$ cat src/rtl/load_store_unit.sv
// RV32I load/store unit: one outstanding access; load 3 cycles, store 2, error 1 after acceptance.
// Backpressure: req_ready is high only in IDLE; the memory side has no stall and read data arrives one cycle after mem_ren.
module load_store_unit #(
    parameter bit ERR_ON_MISALIGN = 1'b1
) (
    input  logic        clk,
    input  logic        resetn,
    input  logic        req_valid,
    output logic        req_ready,
    input  logic        req_we,
    input  logic [2:0]  req_funct3,
    input  logic [31:0] req_addr,
    input  logic [31:0] req_wdata,
    output logic        resp_valid,
    output logic        resp_err,
    output logic [31:0] resp_rdata,
    output logic [31:0] mem_addr,
    output logic        mem_ren,
    output logic [31:0] mem_wdata,
    output logic [3:0]  mem_wmask,
    input  logic [31:0] mem_rdata
);

    typedef enum logic [1:0] {IDLE, ISSUE, WAIT, RESP} state_t;

    state_t      state, state_nxt;
    logic        lat_we;
    logic [2:0]  lat_funct3;
    logic [1:0]  lat_off;

    logic        illegal, misalign, req_bad;
    logic [1:0]  eff_off;
    logic [3:0]  st_mask;
    logic [31:0] st_data;
    logic [7:0]  lane_b;
    logic [15:0] lane_h;
    logic [31:0] load_ext;

    assign req_ready = (state == IDLE);

    always_comb begin
        illegal  = 1'b0;
        misalign = 1'b0;
        eff_off  = req_addr[1:0];
        st_mask  = 4'b1111;
        st_data  = req_wdata;
        if (req_we)
            illegal = req_funct3[2] || (req_funct3[1:0] == 2'b11);
        else
            illegal = (req_funct3 == 3'b011) || (req_funct3[2:1] == 2'b11);
        // funct3[1:0] encodes the access size for both loads and stores
        case (req_funct3[1:0])
            2'b01:   misalign = req_addr[0];
            2'b10:   misalign = |req_addr[1:0];
            default: misalign = 1'b0;
        endcase
        req_bad = illegal || (ERR_ON_MISALIGN && misalign);
        if (!ERR_ON_MISALIGN) begin
            if (req_funct3[1:0] == 2'b01)
                eff_off[0] = 1'b0;
            else if (req_funct3[1:0] == 2'b10)
                eff_off = 2'b00;
        end
        case (req_funct3[1:0])
            2'b00: begin
                st_mask = 4'b0001 << eff_off;
                st_data = {4{req_wdata[7:0]}};
            end
            2'b01: begin
                st_mask = 4'b0011 << {eff_off[1], 1'b0};
                st_data = {2{req_wdata[15:0]}};
            end
            default: begin
                st_mask = 4'b1111;
                st_data = req_wdata;
            end
        endcase
    end

    always_comb begin
        lane_b   = mem_rdata[8*lat_off +: 8];
        lane_h   = lat_off[1] ? mem_rdata[31:16] : mem_rdata[15:0];
        load_ext = mem_rdata;
        case (lat_funct3)
            3'b000:  load_ext = {{24{lane_b[7]}}, lane_b};
            3'b001:  load_ext = {{16{lane_h[15]}}, lane_h};
            3'b100:  load_ext = {24'b0, lane_b};
            3'b101:  load_ext = {16'b0, lane_h};
            default: load_ext = mem_rdata;
        endcase
    end

    always_comb begin
        state_nxt = state;
        case (state)
            IDLE:    if (req_valid) state_nxt = req_bad ? RESP : ISSUE;
            ISSUE:   state_nxt = lat_we ? RESP : WAIT;
            WAIT:    state_nxt = RESP;
            RESP:    state_nxt = IDLE;
            default: state_nxt = IDLE;
        endcase
    end

    always_ff @(posedge clk or negedge resetn) begin
        if (!resetn)
            state <= IDLE;
        else
            state <= state_nxt;
    end

    always_ff @(posedge clk or negedge resetn) begin
        if (!resetn) begin
            lat_we     <= 1'b0;
            lat_funct3 <= 3'b000;
            lat_off    <= 2'b00;
            resp_valid <= 1'b0;
            resp_err   <= 1'b0;
            resp_rdata <= 32'b0;
            mem_addr   <= 32'b0;
            mem_ren    <= 1'b0;
            mem_wdata  <= 32'b0;
            mem_wmask  <= 4'b0;
        end else begin
            mem_ren    <= 1'b0;
            mem_wmask  <= 4'b0;
            resp_valid <= 1'b0;
            case (state)
                IDLE: begin
                    if (req_valid) begin
                        lat_we     <= req_we;
                        lat_funct3 <= req_funct3;
                        lat_off    <= eff_off;
                        resp_err   <= 1'b0;
                        resp_rdata <= 32'b0;
                        if (req_bad) begin
                            resp_valid <= 1'b1;
                            resp_err   <= 1'b1;
                        end else begin
                            mem_addr <= {req_addr[31:2], 2'b00};
                            if (req_we) begin
                                mem_wmask <= st_mask;
                                mem_wdata <= st_data;
                            end else begin
                                mem_ren <= 1'b1;
                            end
                        end
                    end
                end
                ISSUE: begin
                    if (lat_we)
                        resp_valid <= 1'b1;
                end
                WAIT: begin
                    resp_valid <= 1'b1;
                    resp_rdata <= load_ext;
                end
                RESP: begin
                    resp_err   <= 1'b0;
                    resp_rdata <= 32'b0;
                end
                default: ;
            endcase
        end
    end

endmodule

$ cat config.mk
export PLATFORM = sky130hd
export DESIGN_NAME = load_store_unit
export DESIGN_NICKNAME = d
export VERILOG_FILES = /design/src/rtl/load_store_unit.sv
export SDC_FILE = /design/constraint.sdc
export NUM_CORES = 1
export LEC_CHECK = 0
export CORE_ASPECT_RATIO = 1.1
export CORE_MARGIN = 8
export CORE_UTILIZATION = 47
export CTS_CLUSTER_DIAMETER = 120
export DETAILED_ROUTE_END_ITERATION = 8
export GPL_TIMING_DRIVEN = 0
export HOLD_SLACK_MARGIN = 0.05
export PLACE_DENSITY = 0.86
export RECOVER_POWER = 50
export SYNTH_ARGS = -nofsm -noshare
export SYNTH_HDL_FRONTEND = slang
export SYNTH_SLANG_ARGS = --single-unit
$ cat constraint.sdc
create_clock -name clk -period 5 [get_ports clk]
set_clock_uncertainty 0.15 [all_clocks]
set_input_delay 1 -clock clk [delete_from_list [all_inputs] [get_ports clk]]
set_output_delay 1 -clock clk [all_outputs]
set_load 0.01 [all_outputs]
==> qor.yml, run 1 <==
run_status: "finished, violations left"
violations: "capacitance limit, slew limit"
antenna_cells: 0
p_sw_mw: 1.476
cts_resized: 0
p_int_mw: 2.780
holdCritPathClass: "flip-flop to flip-flop"
gp_congestion: 0.9243
gr-total-overflow: 0
wl_per_cell_um: 19.77
final_common_cell: "clkdlybuf4s50_1"
tritoncts: "built"
drc: 0
critical_path.reg2reg.startpoint: "state[1]"
critPathRequiredTime_ns: 5.08
final_nets: 781
power.total_mw: 4.256
io_pins: 207
die_y_um: 125.8
max_freq_mhz: 288.0
rsz0062_at_grt: "no"
clock_path_buffers: 2
syn_to_final_growth_pct: 50.13
start_util_pct: 47.67
r2r_cells: 7
start_kind: "input pin"
fin_crit_sh_pct: 69.44
critPathKind: "input pin to flip-flop"
finalHoldViolations: 0
r2r_slack_ns: 2.52
rr_endpoint: "mem_wdata[2]"
dieArea_um2: 14580
layout_common_cells: "clkdlybuf4s50_1 (164), dfrtp_1 (109), mux2_2 (71)"
synth-simple-area-share_pct: 7.672
synth_edf_count: 0
clock_sinks: 109
drive_gt1_share_pct: 16.02
cp-endpoint: "mem_wdata[21]"
dr.pass1.iters: 5
ant_nets: 0
io_buffers: 204
slew_headroom_pct: -40.33
syn_area_um2: 5154
ys.flop_type: "dfrtp_1"
postSynth.asyncResetShare_pct: 100.0
worstPathMaxFanout: 9
slew_violations: 37
viasPerCell: 5.480
synth_warnings: 0
cp-end-kind: "flip-flop"
clkLatencyLatePin_ns: 0.34
hold_buffers: 0
crit_start: "req_funct3[1]"
synth.yosys.seq_area_share_pct: 52.93
clk_pin_slew_worst_paths_ns: 0.07
finalSetupViolations: 0
drt_iter0_drc: 243
synth_cell_types: 46
fp.coreArea_um2: 10810
synthXorXnorAreaFrac_pct: 0
synth_top_family_by_area: "multiplexers"
muxShareOfSynthArea_pct: 17.70
tightest_slew_ns: 2.105
syn_inst: 452
vias: 4499
p_leak_nw: 3.420
drv_cap: 1
synth_compound_area_share_pct: 15.37
fp-row-count: 40
clock_power_share_pct: 18.6
ir_worst_vdd_uv: 301.8
ys_ff_latch: 109
cts_buffers: 9
grt_max_degree: 74
combPwrFrac_pct: 47.3
fin_crit_ns: 3.472
cp.arrival_ns: 3.55
grt_first_pass_wirelength_mm: 25.37
antenna_found_initial: 0
htree_levels: 3
track_usage_pct: 22.12
grt_pass1_vias: 5003
postCtsSetupBuffers: 0
cts.root.buffer_cell: "clkbuf_16"
tns_ns: 0
swShare_pct: 34.69
die_x_um: 115.8
seq_power_share_pct: 34.1
whs_ns: 0.3242
hpwlAfterDp_mm: 12.56
syn_avg_cell_area_um2: 11.40
synthAdderAreaFrac_pct: 2.185
power-per-cell-area_nw_per_um2: 550.1
drt_wl_total_mm: 16.23
[metrics by stage]
step	setup slack (ns)	std cells	utilization (%)	cell area, um2
after global routing	1.348	821	71.57	7737
final	1.528	821	71.57	7737
after detailed placement	1.192	805	68.53	7408
after floorplan	2.307	453	-	5157
after CTS	1.551	821	71.61	7741
after global placement	-1.287	804	68.30	7383
[layout make-up]
| type | instances | area, um2 |
|---|---|---|
| flip-flops and latches | 109 | 2728 |
| fillers | 778 | 3073 |
| multi-input cells | 300 | 2220 |
| clock inverters | 6 | 93.84 |
| plain buffers | 30 | 157.7 |
| well taps | 147 | 183.9 |
| repair buffers | 205 | 2063 |
| clock buffers | 10 | 239.0 |
| inverters | 14 | 52.55 |
[power by group through the flow]
stage	clock, mW	combinational, mW	sequential [mW]
CTS	0.803	2.07	1.46
floorplan	0	0.859	1.59
detailed placement	0	2.05	1.47
global route	0.835	2.17	1.49
finish	0.792	2.01	1.45
global placement	0	2.00	1.44
[how the worst min path moves through the flow]
stage,slack [ns],end,from,cells past startpoint
final,0.32,resp_rdata[5],resp_rdata[5],2
after global routing,0.36,resp_rdata[4],resp_rdata[4],2
after CTS,0.34,resp_rdata[3],resp_rdata[3],2
after detailed placement,0.32,resp_rdata[3],resp_rdata[3],2
after global placement,0.31,resp_rdata[3],resp_rdata[3],2
after floorplan,0.33,lat_we,lat_we,1
[cells by family after synthesis]
logic type | after synthesis
DFF | 109
adders and majority gates | 9
other | 1
and+or+nand+nor | 93
AOI/OAI and AO/OA | 114
buffers and inverters | 44
muxes | 82
[synthesized netlist by cell type (3+ instances only)]
master     count  share of area [%]
a2bb2oi_1      7                1.2
o21ai_0       33                3.2
clkbuf_1      15                1.1
buf_4          3               0.44
buf_2          7               0.68
a21oi_1        9               0.87
a22o_1        15                2.5
dfrtp_1      109                 53
nor2_1        23                1.7
mux2i_1        9                1.7
buf_6          3               0.66
ha_1           9                2.2
nand2_1       54                3.9
a22oi_1        9                1.3
a221o_1        7                1.4
o22ai_1       15                1.8
o21a_1         3               0.44
nor3_1         3               0.29
nand2b_1       4               0.49
inv_1         14                1.0
mux2_2        71                 16
[critical path, cell delays in order]
cell	delay [ns]
clkdlybuf4s50_1	0.68
inv_1	0.19
ha_1	0.21
clkbuf_1	0.23
nor2_1	0.55
mux2_2	0.40
mux2_1	0.29
[sequential cells by signal, summed over array words and instances (netlist names)]
name	flops
resp_valid	1
mem_wdata	32
mem_addr	30
lat_we	1
state	2
lat_off	2
resp_rdata	32
resp_err	1
mem_ren	1
lat_funct3	3
mem_wmask	4
[routing by layer]
metal / vias up / GRT usage, % / routed length [um]
li1: 2048 / - / -
met1: 2171 / 23.26 / 5914
met2: 237 / 36.64 / 7796
met3: 43 / 10.23 / 1986
met4: 0 / 10.24 / 537
met5: - / 0 / 0
Note: power is estimated with default switching activity, not from simulation.
==> run 2, diff against run 1 <==
--- a/config.mk
+++ b/config.mk
@@ -7,12 +7,12 @@
 export LEC_CHECK = 0
 export CORE_ASPECT_RATIO = 1.1
 export CORE_MARGIN = 8
-export CORE_UTILIZATION = 47
+export CORE_UTILIZATION = 44
 export CTS_CLUSTER_DIAMETER = 120
 export DETAILED_ROUTE_END_ITERATION = 8
 export GPL_TIMING_DRIVEN = 0
 export HOLD_SLACK_MARGIN = 0.05
-export PLACE_DENSITY = 0.86
+export PLACE_DENSITY = 0.81
 export RECOVER_POWER = 50
 export SYNTH_ARGS = -nofsm -noshare
 export SYNTH_HDL_FRONTEND = slang
==> constraint.sdc (replaced) <==
create_clock -name clk -period 3.3 [get_ports clk]
set_clock_uncertainty 0.15 [all_clocks]
set_input_delay 0.66 -clock clk [delete_from_list [all_inputs] [get_ports clk]]
set_output_delay 0.66 -clock clk [all_outputs]
set_load 0.01 [all_outputs]
==> run 2 against run 1 <==
- the run now ends clean
- via count shrank 2.9%
- first-iteration DRC count shrank 13%
- sequential cell count is the same
- routed wire length shrank 1.3%
- final cell count grew 0.37%
- global-route usage shrank 1.3 points
- combinational power grew 50%
- clock power grew 40%
- register-to-register slack lost 1.8 ns
- critical endpoint is now mem_wdata[26]
==> qor.yml, run 2 (synthesized netlist as in run 1, its figures left out) <==
wl_per_cell_um: 19.45  # was 19.77 um
finalSetupViolations: 0  # unchanged
hold_buffers: 0  # unchanged
clkLatencyLatePin_ns: 0.34  # about the same
ant_nets: 0  # unchanged
syn_to_final_growth_pct: 49.24  # was 50.13%
die_x_um: 119.2  # was 115.8 um
cts_buffers: 9  # unchanged
clock_sinks: 109  # unchanged
clock_path_buffers: 2  # unchanged
r2r_cells: 7  # unchanged
cts_resized: 0  # unchanged
fin_crit_ns: 3.126
drc: 0  # unchanged
drv_cap: 0  # was 1
tns_ns: 0  # unchanged
power-per-cell-area_nw_per_um2: 822.2  # was 550.1 nW/um2
start_util_pct: 45.05  # was 47.67%
slew_violations: 0  # was 37
fin_crit_sh_pct: 94.71
final_nets: 781  # unchanged
holdPathStages: 2  # unchanged
critPathKind: "input pin to flip-flop"  # unchanged
grt_max_degree: 63  # was 74
clk_pin_slew_worst_paths_ns: 0.07  # about the same
dr.pass1.iters: 5  # unchanged
cp.arrival_ns: 3.20  # was 3.55 ns
track_usage_pct: 20.86  # was 22.12%
cp-end-kind: "flip-flop"  # unchanged
drive_gt1_share_pct: 16.02  # unchanged
hpwlAfterDp_mm: 12.53  # was 12.56 mm
viasPerCell: 5.302  # was 5.480
critical_path.reg2reg.startpoint: "state[1]"  # unchanged
gp_congestion: 0.8640  # was 0.9243
layout_common_cells: "clkdlybuf4s50_1 (163), dfrtp_1 (109), mux2_2 (71)"  # was clkdlybuf4s50_1 (164), dfrtp_1 (109), mux2_2 (71)
fp.coreArea_um2: 11440  # was 10810 um2
r2r_slack_ns: 0.71  # was 2.52 ns
io_pins: 207  # unchanged
ir_worst_vdd_uv: 489.7  # was 301.8 uV
drt_wl_total_mm: 16.03  # was 16.23 mm
finalHoldViolations: 0  # unchanged
vias: 4369  # was 4499
die_y_um: 129.5  # was 125.8 um
setup_ws_ns: 0.1745  # was 1.528 ns
run_status: "finished clean"  # was finished, violations left
tightest_slew_ns: 1.378  # was 2.105 ns
io_buffers: 204  # unchanged
tritoncts: "built"  # unchanged
max_freq_mhz: 319.9
final_common_cell: "clkdlybuf4s50_1"  # unchanged
htree_levels: 3  # unchanged
grt_first_pass_wirelength_mm: 25.60  # was 25.37 mm
dieArea_um2: 15440  # was 14580 um2
cts.root.buffer_cell: "clkbuf_16"  # unchanged
fp-row-count: 41  # was 40
postCtsSetupBuffers: 0  # unchanged
drt_iter0_drc: 212  # was 243
grt_pass1_vias: 4854  # was 5003
min_to: "resp_rdata[16]"  # was resp_rdata[5]
reg_top3: "mem_wdata: 32 flops, resp_rdata: 32 flops, mem_addr: 30 flops"  # unchanged
p_leak_nw: 3.403  # was 3.420 nW
hp-start: "resp_rdata[16]"  # was resp_rdata[5]
critPathRequiredTime_ns: 3.37  # was 5.08 ns
slew_headroom_pct: 8.146  # was -40.33%
rsz0062_at_grt: "no"  # unchanged
worstPathMaxFanout: 10  # was 9
rr_endpoint: "mem_wdata[26]"  # was mem_wdata[2]
gr-total-overflow: 0  # unchanged
start_kind: "input pin"  # unchanged
antenna_cells: 0  # unchanged
antenna_found_initial: 0  # unchanged
place_ws_ns: -0.1913  # was 1.192 ns
holdCritPathClass: "flip-flop to flip-flop"  # unchanged
[run 2: cell count changes in the layout (fill, tap and decap cells not counted)]
cell / change
clkdlybuf4s50_1: -1
clkbuf_8: -1
buf_2: +1
dlygate4sd3_1: +1
buf_16: -1
bufinv_16: -1
clkinv_2: +1
inv_8: +1
[run 2: power by group]
group          total (mW)  switching [mW]  internal (mW)
combinational        3.02            1.39           1.62
clock                1.11           0.508          0.600
sequential           2.20           0.312           1.89
[run 2: worst max-delay path, stage by stage]
cell	delay (ns)
clkdlybuf4s50_1	0.68
inv_1	0.20
ha_1	0.35
o211ai_2	0.08
nand2_2	0.12
nor3_4	0.51
buf_6	0.24
mux2_2	0.35
[run 2: worst max path at each step]
stage | from | end | cells after the start
after floorplan | req_funct3[1] | mem_wdata[22] | 7
after global placement | resetn | mem_wdata[13] | 1
after detailed placement | req_funct3[1] | mem_wdata[21] | 7
after CTS | req_funct3[1] | mem_wdata[21] | 7
after global routing | req_funct3[1] | mem_wdata[21] | 7
final | req_funct3[1] | mem_wdata[26] | 8
[run 2: area by class of cell]
| class | count | area (um2) |
|---|---|---|
| inverter | 14 | 52.55 |
| fill | 882 | 3749 |
| clock buffer | 9 | 225.2 |
| tap | 150 | 187.7 |
| sequential | 109 | 2728 |
| clock inverter | 7 | 80.08 |
| buffer | 30 | 156.4 |
| timing repair buffer | 205 | 2042 |
| multi-input combinational | 300 | 2220 |
[run 2: through the flow]
stage | hold WS [ns] | total power [mW] | std cells | util (%) | cell area, um2
floorplan | 0.2144 | 3.714 | 453 | - | 5157
global placement | 0.3119 | 5.217 | 807 | 64.57 | 7387
detailed placement | 0.3204 | 5.322 | 808 | 64.79 | 7412
CTS | 0.1984 | 6.465 | 824 | 67.46 | 7717
global route | 0.3643 | 6.735 | 824 | 67.23 | 7691
finish | 0.3268 | 6.323 | 824 | 67.23 | 7691
[run 2: per-layer routing]
layer / track usage, % / share of wire [%] / routed length (um) / vias to the layer above
met3: 10.40 / 12 / 1943 / 13
met2: 34.30 / 48 / 7703 / 210
li1: - / - / - / 2050
met5: 0 / 0 / 0 / -
met1: 23.39 / 38 / 6143 / 2096
met4: 6.329 / 1.5 / 237 / 0
